<file path="config.mk">
export PLATFORM = sky130hd
export DESIGN_NAME = prime_decision_sequencer
export DESIGN_NICKNAME = d
export VERILOG_FILES = /design/src/rtl/prime_decision_sequencer.sv
export SDC_FILE = /design/constraint.sdc
export NUM_CORES = 1
export LEC_CHECK = 0
export BUFFER_PORTS_ARGS = -buffer_cell sky130_fd_sc_hd__buf_2
export CAP_MARGIN = 20
export CORE_MARGIN = 2
export CORE_UTILIZATION = 49
export CTS_CLUSTER_DIAMETER = 100
export DETAILED_ROUTE_END_ITERATION = 8
export GPL_ROUTABILITY_DRIVEN = 0
export GPL_TIMING_DRIVEN = 0
export PLACE_DENSITY = 0.69
export SLEW_MARGIN = 15
export SYNTH_ARGS = -nofsm -noshare
export SYNTH_HDL_FRONTEND = slang
export SYNTH_SLANG_ARGS = --single-unit
</file>
<file path="constraint.sdc">
create_clock -name clk -period 2.2 [get_ports clk]
set_input_delay 0.44 -clock clk [delete_from_list [all_inputs] [get_ports clk]]
set_output_delay 0.44 -clock clk [all_outputs]
set_load 0.01 [all_outputs]
</file>
<file path="src/rtl/prime_decision_sequencer.sv">
// prime_decision_sequencer: accepts an unsigned operand, streams it MSB-first
// through serial residue trackers for 3, 5, 7, 11 and 13, then registers a
// prime/not-prime verdict plus a per-divisor hit mask on an output handshake.
module prime_decision_sequencer #(
   parameter int WIDTH = 8
) (
   input  logic             clk,
   input  logic             reset,
   input  logic             in_valid,
   output logic             in_ready,
   input  logic [WIDTH-1:0] in_data,
   output logic             out_valid,
   input  logic             out_ready,
   output logic [WIDTH-1:0] out_data,
   output logic             out_prime,
   output logic [5:0]       out_div_mask
);

   typedef enum logic [1:0] {
      ST_IDLE   = 2'd0,
      ST_SHIFT  = 2'd1,
      ST_DECIDE = 2'd2,
      ST_DONE   = 2'd3
   } state_t;

   // Last SHIFT edge index: the counter runs 0..WIDTH-1 while shifting.
   localparam logic [3:0] CNT_LAST = 4'(WIDTH - 1);

   state_t           state_q, state_d;
   logic [WIDTH-1:0] shreg_q, shreg_d;
   logic [WIDTH-1:0] opnd_q, opnd_d;
   logic [3:0]       cnt_q, cnt_d;
   logic [1:0]       r3_q, r3_d;
   logic [2:0]       r5_q, r5_d;
   logic [2:0]       r7_q, r7_d;
   logic [3:0]       r11_q, r11_d;
   logic [3:0]       r13_q, r13_d;
   logic             out_valid_q, out_valid_d;
   logic [WIDTH-1:0] out_data_q, out_data_d;
   logic             out_prime_q, out_prime_d;
   logic [5:0]       out_mask_q, out_mask_d;

   logic             msb_s;
   logic [5:0]       mask_s;
   logic             prime_s;

   assign msb_s = shreg_q[WIDTH-1];

   // Verdict from the final residues: a hit disqualifies unless n is the divisor itself.
   always_comb begin
      mask_s[0] = ~opnd_q[0];
      mask_s[1] = (r3_q  == 2'd0);
      mask_s[2] = (r5_q  == 3'd0);
      mask_s[3] = (r7_q  == 3'd0);
      mask_s[4] = (r11_q == 4'd0);
      mask_s[5] = (r13_q == 4'd0);
      prime_s   = (opnd_q >= WIDTH'(2))
                & (~mask_s[0] | (opnd_q == WIDTH'(2)))
                & (~mask_s[1] | (opnd_q == WIDTH'(3)))
                & (~mask_s[2] | (opnd_q == WIDTH'(5)))
                & (~mask_s[3] | (opnd_q == WIDTH'(7)))
                & (~mask_s[4] | (opnd_q == WIDTH'(11)))
                & (~mask_s[5] | (opnd_q == WIDTH'(13)));
   end

   // Next-state, datapath and output-register logic for the sequencer FSM.
   always_comb begin
      state_d     = state_q;
      shreg_d     = shreg_q;
      opnd_d      = opnd_q;
      cnt_d       = cnt_q;
      r3_d        = r3_q;
      r5_d        = r5_q;
      r7_d        = r7_q;
      r11_d       = r11_q;
      r13_d       = r13_q;
      out_valid_d = out_valid_q;
      out_data_d  = out_data_q;
      out_prime_d = out_prime_q;
      out_mask_d  = out_mask_q;
      case (state_q)
         ST_IDLE: begin
            if (in_valid) begin
               shreg_d = in_data;
               opnd_d  = in_data;
               cnt_d   = 4'd0;
               r3_d    = 2'd0;
               r5_d    = 3'd0;
               r7_d    = 3'd0;
               r11_d   = 4'd0;
               r13_d   = 4'd0;
               state_d = ST_SHIFT;
            end else begin
               state_d = ST_IDLE;
            end
         end
         ST_SHIFT: begin
            // r <= (2r + bit) mod d; since r < d, 2r+bit < 2d so one subtract
            // suffices, and the result always fits the residue width.
            r3_d  = ({r3_q, msb_s}  >= 3'd3)  ? ({r3_q[0], msb_s}    - 2'd3)  : {r3_q[0], msb_s};
            r5_d  = ({r5_q, msb_s}  >= 4'd5)  ? ({r5_q[1:0], msb_s}  - 3'd5)  : {r5_q[1:0], msb_s};
            r7_d  = ({r7_q, msb_s}  >= 4'd7)  ? ({r7_q[1:0], msb_s}  - 3'd7)  : {r7_q[1:0], msb_s};
            r11_d = ({r11_q, msb_s} >= 5'd11) ? ({r11_q[2:0], msb_s} - 4'd11) : {r11_q[2:0], msb_s};
            r13_d = ({r13_q, msb_s} >= 5'd13) ? ({r13_q[2:0], msb_s} - 4'd13) : {r13_q[2:0], msb_s};
            shreg_d = {shreg_q[WIDTH-2:0], 1'b0};
            cnt_d   = cnt_q + 4'd1;
            if (cnt_q == CNT_LAST) begin
               state_d = ST_DECIDE;
            end else begin
               state_d = ST_SHIFT;
            end
         end
         ST_DECIDE: begin
            out_valid_d = 1'b1;
            out_data_d  = opnd_q;
            out_prime_d = prime_s;
            out_mask_d  = mask_s;
            state_d     = ST_DONE;
         end
         ST_DONE: begin
            if (out_ready) begin
               out_valid_d = 1'b0;
               state_d     = ST_IDLE;
            end else begin
               state_d     = ST_DONE;
            end
         end
         default: begin
            state_d = ST_IDLE;
         end
      endcase
   end

   // State and datapath registers; synchronous reset overrides everything.
   always_ff @(posedge clk) begin
      if (reset) begin
         state_q     <= ST_IDLE;
         shreg_q     <= '0;
         opnd_q      <= '0;
         cnt_q       <= 4'd0;
         r3_q        <= 2'd0;
         r5_q        <= 3'd0;
         r7_q        <= 3'd0;
         r11_q       <= 4'd0;
         r13_q       <= 4'd0;
         out_valid_q <= 1'b0;
         out_data_q  <= '0;
         out_prime_q <= 1'b0;
         out_mask_q  <= 6'd0;
      end else begin
         state_q     <= state_d;
         shreg_q     <= shreg_d;
         opnd_q      <= opnd_d;
         cnt_q       <= cnt_d;
         r3_q        <= r3_d;
         r5_q        <= r5_d;
         r7_q        <= r7_d;
         r11_q       <= r11_d;
         r13_q       <= r13_d;
         out_valid_q <= out_valid_d;
         out_data_q  <= out_data_d;
         out_prime_q <= out_prime_d;
         out_mask_q  <= out_mask_d;
      end
   end

   assign in_ready     = (state_q == ST_IDLE);
   assign out_valid    = out_valid_q;
   assign out_data     = out_data_q;
   assign out_prime    = out_prime_q;
   assign out_div_mask = out_mask_q;

endmodule

</file>
==> flow_metrics.py, run 1 <==
metrics = {
    "status": {
        "status": "finished clean",
    },
    "timing": {
        "layout_worst_path_cycle_share_pct": 82.5,
        "tightestPinTransition_ps": 646,
        "relSlewSlack_pct": 56.8,
        "hold_violations": 0,
        "rsz0062_at_grt": "false",
        "fmax_mhz": 551,
        "finalClockSkew_ps": 7.42,
        "tns_ps": 0,
        "worst_slack_ps": 386,
        "fin_crit_ps": 1810,
        "finalMaxSlewViolations": 0,
        "setup_viol": 0,
    },
    "global_route": {
        "grt_pass1_vias": 1973,
        "antenna_found_initial": 0,
        "grt_overflow": 0,
        "grt_pass1_wl_um": 9440,
        "grtUsageTotal_pct": 21.7,
        "grt_max_degree": 17,
    },
    "clock_tree": {
        "clock_latency_ps": 310,
        "holdBufCountCts": 0,
        "cts_tree": "done",
        "numCtsBuffers": 5,
        "postCtsSetupBuffers": 0,
        "cts.htree.levels": 2,
        "post_cts_resized": 0,
        "clockBufferDepth": 2,
        "cts.sinks": 54,
        "cts.clk_slew.worst_paths_ps": 100,
        "cts_root_buf": "clkbuf_8",
    },
    "logic_synthesis": {
        "ys_seq_elements": 54,
        "synthesis.area_um2": 2510,
        "synth_cell_types": 44,
        "ys.flop_type": "dfxtp_1",
        "ys_async_sr_fraction_pct": 0,
        "ys_seq_area_share_pct": 43.0,
        "synth_fp_nets": 335,
        "synth_edf_count": 0,
        "synthCells": 315,
        "yosysWarnings": 0,
        "avgSynthCellArea_um2": 7.97,
    },
    "routing": {
        "first_pass_iters": 4,
        "via_per_inst": 5.42,
        "drc": 0,
        "wl_um": 5770,
        "drt_iter0_markers": 186,
        "antenna_left": 0,
        "vias": 2264,
        "routedWlPerCell_um": 13.8,
    },
    "placed_design": {
        "place_hpwl_um": 4200,
        "port_buffers": 26,
        "placed_cells": 411,
        "dpl_worst_slack_ps": 212,
    },
    "layout": {
        "layout.nets": 368,
        "layout_common_cells": "dfxtp_1 (54), nand2_1 (47), nor2_1 (46)",
        "layout.cells.non_filler": 418,
        "num_antenna_cells": 0,
        "layout_commonest_cell": "dfxtp_1",
        "synthToLayoutAreaGrowth_pct": 12.0,
        "regArea_um2": 1080,
        "drive_above_1_share_pct": 14.1,
        "multi_input_area_um2": 1320,
        "num-fill-cells": 492,
    },
    "power": {
        "p_switching_mw": 0.496,
        "ir_drop_mv": 0.356,
        "p_per_area_nw_per_um2": 643,
        "power_frac_comb_pct": 12.0,
        "swShare_pct": 27.4,
        "p_int_mw": 1.31,
        "p_leak_nw": 1.12,
        "clkPwrFrac_pct": 30.4,
        "p_seq_share_pct": 57.6,
    },
    "floorplan": {
        "die_h_um": 75.6,
        "die_w_um": 75.6,
        "ios": 29,
        "start_util_pct": 50.1,
        "rows": 26,
        "dieArea_um2": 5710,
        "coreArea_um2": 5010,
    },
    "critical_path": {
        "required_ps": 2410,
        "path_buf_inv": 0,
        "reg2reg_depth": 5,
        "cp.arrival_ps": 2020,
        "cpMaxStageDelayCell": "dfxtp_1",
        "end_kind": "flip-flop",
        "critPathLaunchType": "flip-flop",
        "cp_slowest_stage_delay_ps": 420,
        "cp_cell_sequence": "ha_1 > a211o_1 > a21oi_2 > mux2_2 > a22o_1",
        "worstPathMaxFanout": 7,
        "path_class": "flip-flop to flip-flop",
        "rrSetupSlack_ps": 390,
        "cp_top_family": "compound AO/OA/AOI/OAI gates",
        "rr_startpoint": "shreg_q[7]",
        "regToRegEndpoint": "r11_q[1]",
    },
    "run": {
        "drv_cap": 0,
    },
    "worst_hold_path": {
        "hold_start": "in_data[4]",
        "hp-class": "input pin to flip-flop",
        "holdPathStages": 3,
        "holdPathEnd": "opnd_q[4]",
    },
}
logic make-up after synthesis:
family                     share of synthesized area, %
AOI/OAI and AO/OA                                  18.7
xor gates and xnor gates                           2.09
adders and majority gates                          3.99
buffers and inverters                              4.38
DFF                                                43.0
muxes                                              1.64
and+or+nand+nor                                    26.2
stage by stage:
| stage | cell area (um^2) | power, mW | hold WS, ps | util (%) |
|---|---|---|---|---|
| finish | 2810 | 1.81 | 363 | 56.1 |
| global route | 2810 | 1.88 | 372 | 56.1 |
| CTS | 2810 | 1.82 | 363 | 56.1 |
| detailed placement | 2730 | 1.28 | 448 | 54.5 |
| global placement | 2730 | 1.27 | 442 | 54.5 |
| floorplan | 2510 | 1.22 | 437 | - |
power by group through the flow:
stage	logic, mW	clock network (mW)	registers, mW
6_report	0.217	0.550	1.04
5_1_grt	0.245	0.589	1.05
4_1_cts	0.218	0.558	1.04
3_5_place_dp	0.217	0	1.06
3_3_place_gp	0.212	0	1.06
2_1_floorplan	0.163	0	1.05
sequential cells by signal, indices dropped and copies added, names as in the netlist, 3 cells and up:
signal,cells
opnd_q,8
out_data,8
cnt_q,4
r5_q,3
r11_q,4
out_div_mask,6
r13_q,4
shreg_q,8
r7_q,3
Yosys cell counts, types with 2 or more instances:
library cell  instances  area share [%]
nor2_1               46             6.9
nor4_1                7             1.7
a31oi_1               2            0.50
nand2b_1              3            0.75
ha_1                  8             4.0
a21oi_1              45             9.0
o21ai_0               6             1.2
a22o_1                4             1.4
xor2_1                2            0.70
buf_2                 7             1.4
clkbuf_1              8             1.2
buf_1                 2            0.30
inv_1                 5            0.75
dfxtp_1              54              43
mux2i_1               3             1.2
nand3_1               7             1.4
o211ai_1              2            0.60
nor2b_1               9             2.2
a211oi_1              4             1.2
a41oi_1               2            0.70
nand3b_1              2            0.60
a22oi_1               5             1.5
nor3_1               12             2.4
xnor2_1               4             1.4
nand2_1              47             7.0
tightest hold or removal path: stages:
cell and delay, ps:
buf_2 100, nand2_1 50, a21oi_1 50
area by class of cell:
cell class / count / share of cell area [%]
sequential: 54 / 38.4
buffer: 19 / 3.25
inverter: 5 / 0.667
multi-input combinational: 237 / 46.9
clock inverter: 2 / 0.534
tap: 70 / 3.11
clock buffer: 5 / 2.45
timing repair buffer: 26 / 4.63
worst max path at each step:
stage | startpoint | to | cells after the start
after floorplan | shreg_q[7] | r11_q[1] | 5
after detailed placement | reset | cnt_q[1] | 4
after CTS | shreg_q[7] | r11_q[1] | 5
after global routing | shreg_q[7] | r11_q[1] | 5
final | shreg_q[7] | r11_q[1] | 5
after global placement | reset | cnt_q[2] | 4
metal layers:
metal / global-route usage (%) / vias up / wire length, um
li1: - / 1154 / -
met1: 31.1 / 1049 / 2760
met2: 33.1 / 55 / 2660
met3: 4.76 / 6 / 294
met4: 5.65 / 0 / 55
met5: 0 / - / 0
Power figures use the tool's default switching activity.
==> run 2, diff against run 1 <==
--- a/config.mk
+++ b/config.mk
@@ -13,7 +13,7 @@
 export DETAILED_ROUTE_END_ITERATION = 8
 export GPL_ROUTABILITY_DRIVEN = 0
 export GPL_TIMING_DRIVEN = 0
-export PLACE_DENSITY = 0.69
+export PLACE_DENSITY = 0.71
 export SLEW_MARGIN = 15
 export SYNTH_ARGS = -nofsm -noshare
 export SYNTH_HDL_FRONTEND = slang
==> constraint.sdc (replaced) <==
create_clock -name clk -period 1.53 [get_ports clk]
set_input_delay 0.306 -clock clk [delete_from_list [all_inputs] [get_ports clk]]
set_output_delay 0.306 -clock clk [all_outputs]
set_load 0.01 [all_outputs]
==> flow_metrics.py, run 2 (same netlist as run 1, synthesis figures left out) <==
metrics = {
    "status": {
        "status": "finished, violations left",
        "violations": "setup timing",
    },
    "layout": {
        "layout.nets": 371,
        "drive_above_1_share_pct": 21.3,
        "synthToLayoutAreaGrowth_pct": 17.9,
        "layout_common_cells": "dfxtp_1 (51), nand2_1 (47), nor2_1 (44)",
        "layout_commonest_cell": "dfxtp_1",
        "num-fill-cells": 491,
        "num_antenna_cells": 0,
    },
    "critical_path": {
        "cp.arrival_ps": 1810,
        "rr_startpoint": "shreg_q[7]",
        "worstPathMaxFanout": 6,
        "path_class": "flip-flop to flip-flop",
        "cp_slowest_stage_delay_ps": 390,
        "cpMaxStageDelayCell": "dfxtp_4",
        "rrSetupSlack_ps": -70,
        "critPathLaunchType": "flip-flop",
        "cp_cell_sequence": "ha_2 > a211o_1 > a21oi_4 > mux2_4 > a22o_1",
        "reg2reg_depth": 5,
        "required_ps": 1740,
        "regToRegEndpoint": "r11_q[1]",
        "end_kind": "flip-flop",
    },
    "worst_hold_path": {
        "holdPathStages": 3,
        "holdPathEnd": "opnd_q[6]",
        "hold_start": "in_data[6]",
        "hp-class": "input pin to flip-flop",
    },
    "routing": {
        "route.met2.wl_um": 2720,
        "routed.top_layer": "met4",
        "routedWlPerCell_um": 13.7,
        "antenna_left": 0,
        "wl_met1_um": 2760,
        "first_pass_iters": 4,
        "wl_um": 5790,
        "drc": 0,
        "via_per_inst": 5.34,
        "vias": 2254,
        "drt_iter0_markers": 153,
        "detailroute.wirelength.met3_um": 260,
    },
    "placed_design": {
        "port_buffers": 26,
        "place_hpwl_um": 4150,
        "dpl_worst_slack_ps": -290,
    },
    "timing": {
        "relSlewSlack_pct": 60.7,
        "rsz0062_at_grt": "true",
        "worst_slack_ps": -71.4,
        "fmax_mhz": 624,
        "finalClockSkew_ps": 10.3,
        "layout_worst_path_cycle_share_pct": 105,
        "whs_ps": 235,
        "setup_viol": 2,
        "finalMaxSlewViolations": 0,
        "tightestPinTransition_ps": 585,
        "hold_violations": 0,
        "fin_crit_ps": 1600,
    },
    "global_route": {
        "antenna_found_initial": 0,
        "grtUsageTotal_pct": 21.8,
        "grt_max_degree": 18,
        "grt_pass1_wl_um": 9500,
        "grt_pass1_vias": 1978,
        "grt_overflow": 0,
    },
    "power": {
        "p_leak_nw": 1.18,
        "ir_drop_mv": 0.418,
        "p_per_area_nw_per_um2": 910,
    },
    "floorplan": {
        "dieArea_um2": 5710,
        "ios": 29,
        "die_w_um": 75.6,
        "start_util_pct": 50.1,
        "die_h_um": 75.6,
        "rows": 26,
        "coreArea_um2": 5010,
    },
    "run": {
        "drv_cap": 0,
    },
    "clock_tree": {
        "cts_root_buf": "clkbuf_8",
        "cts.sinks": 54,
        "cts_tree": "done",
        "numCtsBuffers": 5,
        "holdBufCountCts": 0,
        "clock_latency_ps": 310,
        "clockBufferDepth": 2,
        "cts.htree.levels": 2,
        "cts.clk_slew.worst_paths_ps": 100,
    },
}
## run 2: changes by cell type in the layout (fill, tap and decap cells not counted), sizes merged
cell / change
clkbuf: +4
clkinv: +2
clkinvlp: -2
## run 2: worst max-delay path: cells and delay by family, from the launching register on
family          cells  cell delay, ps
compound gates      3             620
flops               1             390
fa+ha+maj           1             200
mux                 1             310
## run 2: metrics by stage
step	setup TNS [ps]	instance area (um^2)	power [mW]	util (%)	cells
floorplan	-45.2	2520	1.75	-	315
global placement	-5720	2740	1.83	54.7	411
detailed placement	-5780	2740	1.84	54.7	411
CTS	-206	2900	2.70	57.9	422
global route	-487	2960	2.81	59.1	422
finish	-118	2960	2.69	59.1	422
## run 2: worst max path at each step
| stage | from | endpoint | slack (ps) | depth (start not counted) |
|---|---|---|---|---|
| finish | shreg_q[7] | r11_q[1] | -70 | 5 |
| global route | r13_q[0] | r13_q[1] | -130 | 6 |
| CTS | shreg_q[7] | r11_q[1] | -80 | 5 |
| detailed placement | reset | cnt_q[1] | -290 | 4 |
| global placement | reset | cnt_q[2] | -280 | 4 |
| floorplan | shreg_q[7] | r11_q[1] | -30 | 5 |
## run 2: layout make-up
class / count / area, um^2 / share of cell area [%]
Sequential cell: 54 / 1090 / 36.8
Inverter: 5 / 23.8 / 0.803
Tap cell: 70 / 87.6 / 2.96
Clock buffer: 6 / 82.6 / 2.79
Multi-Input combinational cell: 237 / 1400 / 47.2
Buffer: 17 / 95.1 / 3.21
Timing Repair Buffer: 31 / 168 / 5.66
Clock inverter: 2 / 17.5 / 0.592
## run 2: metal layers
layer / GRT usage, % / vias up
met4: 6.04 / 0
met5: 0 / -
li1: - / 1159
met3: 4.89 / 4
met1: 31.4 / 1039
met2: 32.9 / 52
## run 2: what timing repair did
action	in CTS	in global routing
endpoints found under the hold margin	0	0
resized for setup	9	17
setup buffers	4	1
endpoints found under the setup margin	12	39
pin swaps	6	7
## run 2: power by group
group	total [mW]	internal (mW)	switching (mW)
sequential	1.50	1.45	0.0483
clock	0.855	0.374	0.481
combinational	0.344	0.144	0.199
==> run 3, diff against run 2 <==
--- a/config.mk
+++ b/config.mk
@@ -7,6 +7,7 @@
 export LEC_CHECK = 0
 export BUFFER_PORTS_ARGS = -buffer_cell sky130_fd_sc_hd__buf_2
 export CAP_MARGIN = 20
+export CORE_ASPECT_RATIO = 1.4
 export CORE_MARGIN = 2
 export CORE_UTILIZATION = 49
 export CTS_CLUSTER_DIAMETER = 100
@@ -14,6 +15,7 @@
 export GPL_ROUTABILITY_DRIVEN = 0
 export GPL_TIMING_DRIVEN = 0
 export PLACE_DENSITY = 0.71
+export RECOVER_POWER = 25
 export SLEW_MARGIN = 15
 export SYNTH_ARGS = -nofsm -noshare
 export SYNTH_HDL_FRONTEND = slang
==> flow_metrics.py, run 3 (same netlist as run 1, synthesis figures left out) <==
metrics = {
    "critical_path": {
        "critPathLaunchType": "flip-flop",
        "path_class": "flip-flop to flip-flop",
        "regToRegEndpoint": "r13_q[2]",
        "end_kind": "flip-flop",
        "rrSetupSlack_ps": -70,
        "worstPathMaxFanout": 5,
        "required_ps": 1740,
        "reg2reg_depth": 6,
        "cp.arrival_ps": 1810,
        "rr_startpoint": "shreg_q[7]",
    },
    "routing": {
        "routedWlPerCell_um": 14.6,
        "wl_um": 6140,
        "vias": 2358,
        "antenna_left": 0,
        "drc": 0,
        "drt_iter0_markers": 137,
        "via_per_inst": 5.61,
        "first_pass_iters": 4,
    },
    "layout": {
        "regArea_um2": 1090,
        "num_antenna_cells": 0,
        "utilization_pct": 61.3,
        "synthToLayoutAreaGrowth_pct": 19.1,
        "layout_commonest_cell": "dfxtp_1",
        "num-fill-cells": 473,
        "layout.cells.non_filler": 420,
        "layout.nets": 375,
        "multi_input_area_um2": 1420,
        "drive_above_1_share_pct": 18.8,
        "layout_common_cells": "dfxtp_1 (50), nand2_1 (47), nor2_1 (44)",
    },
    "clock_tree": {
        "cts.sinks": 54,
        "cts.htree.levels": 2,
        "clock_latency_ps": 310,
        "numCtsBuffers": 5,
        "cts.clk_slew.worst_paths_ps": 100,
        "holdBufCountCts": 0,
        "clockBufferDepth": 2,
        "cts_root_buf": "clkbuf_8",
        "cts_tree": "done",
    },
    "power": {
        "p_per_area_nw_per_um2": 945,
        "p_leak_nw": 1.14,
        "ir_drop_mv": 0.695,
    },
    "floorplan": {
        "start_util_pct": 51.5,
        "die_w_um": 64.5,
        "die_h_um": 88.7,
        "coreArea_um2": 4880,
        "dieArea_um2": 5720,
        "ios": 29,
        "rows": 30,
    },
    "timing": {
        "hold_violations": 0,
        "setup_viol": 4,
        "finalClockSkew_ps": 8.94,
        "rsz0062_at_grt": "true",
        "fin_crit_ps": 1600,
        "relSlewSlack_pct": 57.7,
        "layout_worst_path_cycle_share_pct": 105,
        "finalMaxSlewViolations": 0,
        "tightestPinTransition_ps": 629,
        "fmax_mhz": 625,
        "tns_ps": -153,
        "worst_slack_ps": -69.3,
    },
    "status": {
        "violations": "setup timing",
        "status": "finished, violations left",
    },
    "worst_hold_path": {
        "hold_start": "in_data[5]",
        "hp-class": "input pin to flip-flop",
        "holdPathStages": 3,
        "holdPathEnd": "opnd_q[5]",
    },
    "placed_design": {
        "place_hpwl_um": 4320,
        "placed_cells": 405,
        "port_buffers": 26,
    },
    "global_route": {
        "grt_max_degree": 17,
        "antenna_found_initial": 0,
        "grtUsageTotal_pct": 22.4,
        "grt_pass1_vias": 2128,
        "grt_overflow": 0,
        "grt_pass1_wl_um": 10000,
    },
    "run": {
        "drv_cap": 0,
    },
}
-- run 3: worst max path at each step --
stage,start,endpoint,slack [ps],depth (start not counted)
after detailed placement,reset,r3_q[0],-320,4
final,shreg_q[7],r13_q[2],-70,6
after global routing,shreg_q[7],r13_q[2],-120,6
after CTS,r13_q[0],r13_q[2],-120,7
after floorplan,shreg_q[7],r11_q[1],-30,5
after global placement,reset,out_valid,-300,4
-- run 3: layout make-up --
type                    instances  share of cell area (%)
inverters                       5                   0.711
repair buffers                 35                    5.98
well taps                      64                    2.68
clock inverters                 3                    1.34
multi-input cells             237                    47.3
flip-flops and latches         54                    36.5
clock buffers                   5                    2.30
plain buffers                  17                    3.22
-- run 3: critical path, stage by stage, from the launching register on --
cell and delay, ps:
dfxtp_4 390, ha_4 160, or3_4 330, a31oi_4 230, nor2_2 70, xor2_1 140
a22o_1 180
-- run 3: per-layer routing --
| metal | track usage (%) | part of all wire (%) |
|---|---|---|
| met5 | 0 | 0 |
| met4 | 9.09 | 2.5 |
| met3 | 4.45 | 3.7 |
| met2 | 39.1 | 50 |
| met1 | 27.0 | 44 |
-- run 3: stage by stage --
step | power (mW) | hold slack [ps] | cell area [um^2] | setup slack [ps]
2_1_floorplan | 1.75 | 437 | 2520 | -26.1
3_3_place_gp | 1.84 | 442 | 2740 | -301
3_5_place_dp | 1.84 | 444 | 2740 | -317
4_1_cts | 2.79 | 251 | 2920 | -121
5_1_grt | 2.93 | 247 | 2990 | -115
6_report | 2.83 | 249 | 2990 | -69.3
-- run 3: timing repair --
item / CTS / global route
pin swaps: 7 / 15
gates resized for setup: 10 / 19
setup endpoints to repair: 13 / 37
gates cloned: 0 / 0
setup buffers: 5 / 4
-- run 3: where the power goes --
| part | internal, mW | leakage, nW | switching [mW] |
|---|---|---|---|
| Clock | 0.483 | 0.0579 | 0.479 |
| Combinational | 0.158 | 0.637 | 0.208 |
| Sequential | 1.45 | 0.441 | 0.0496 |
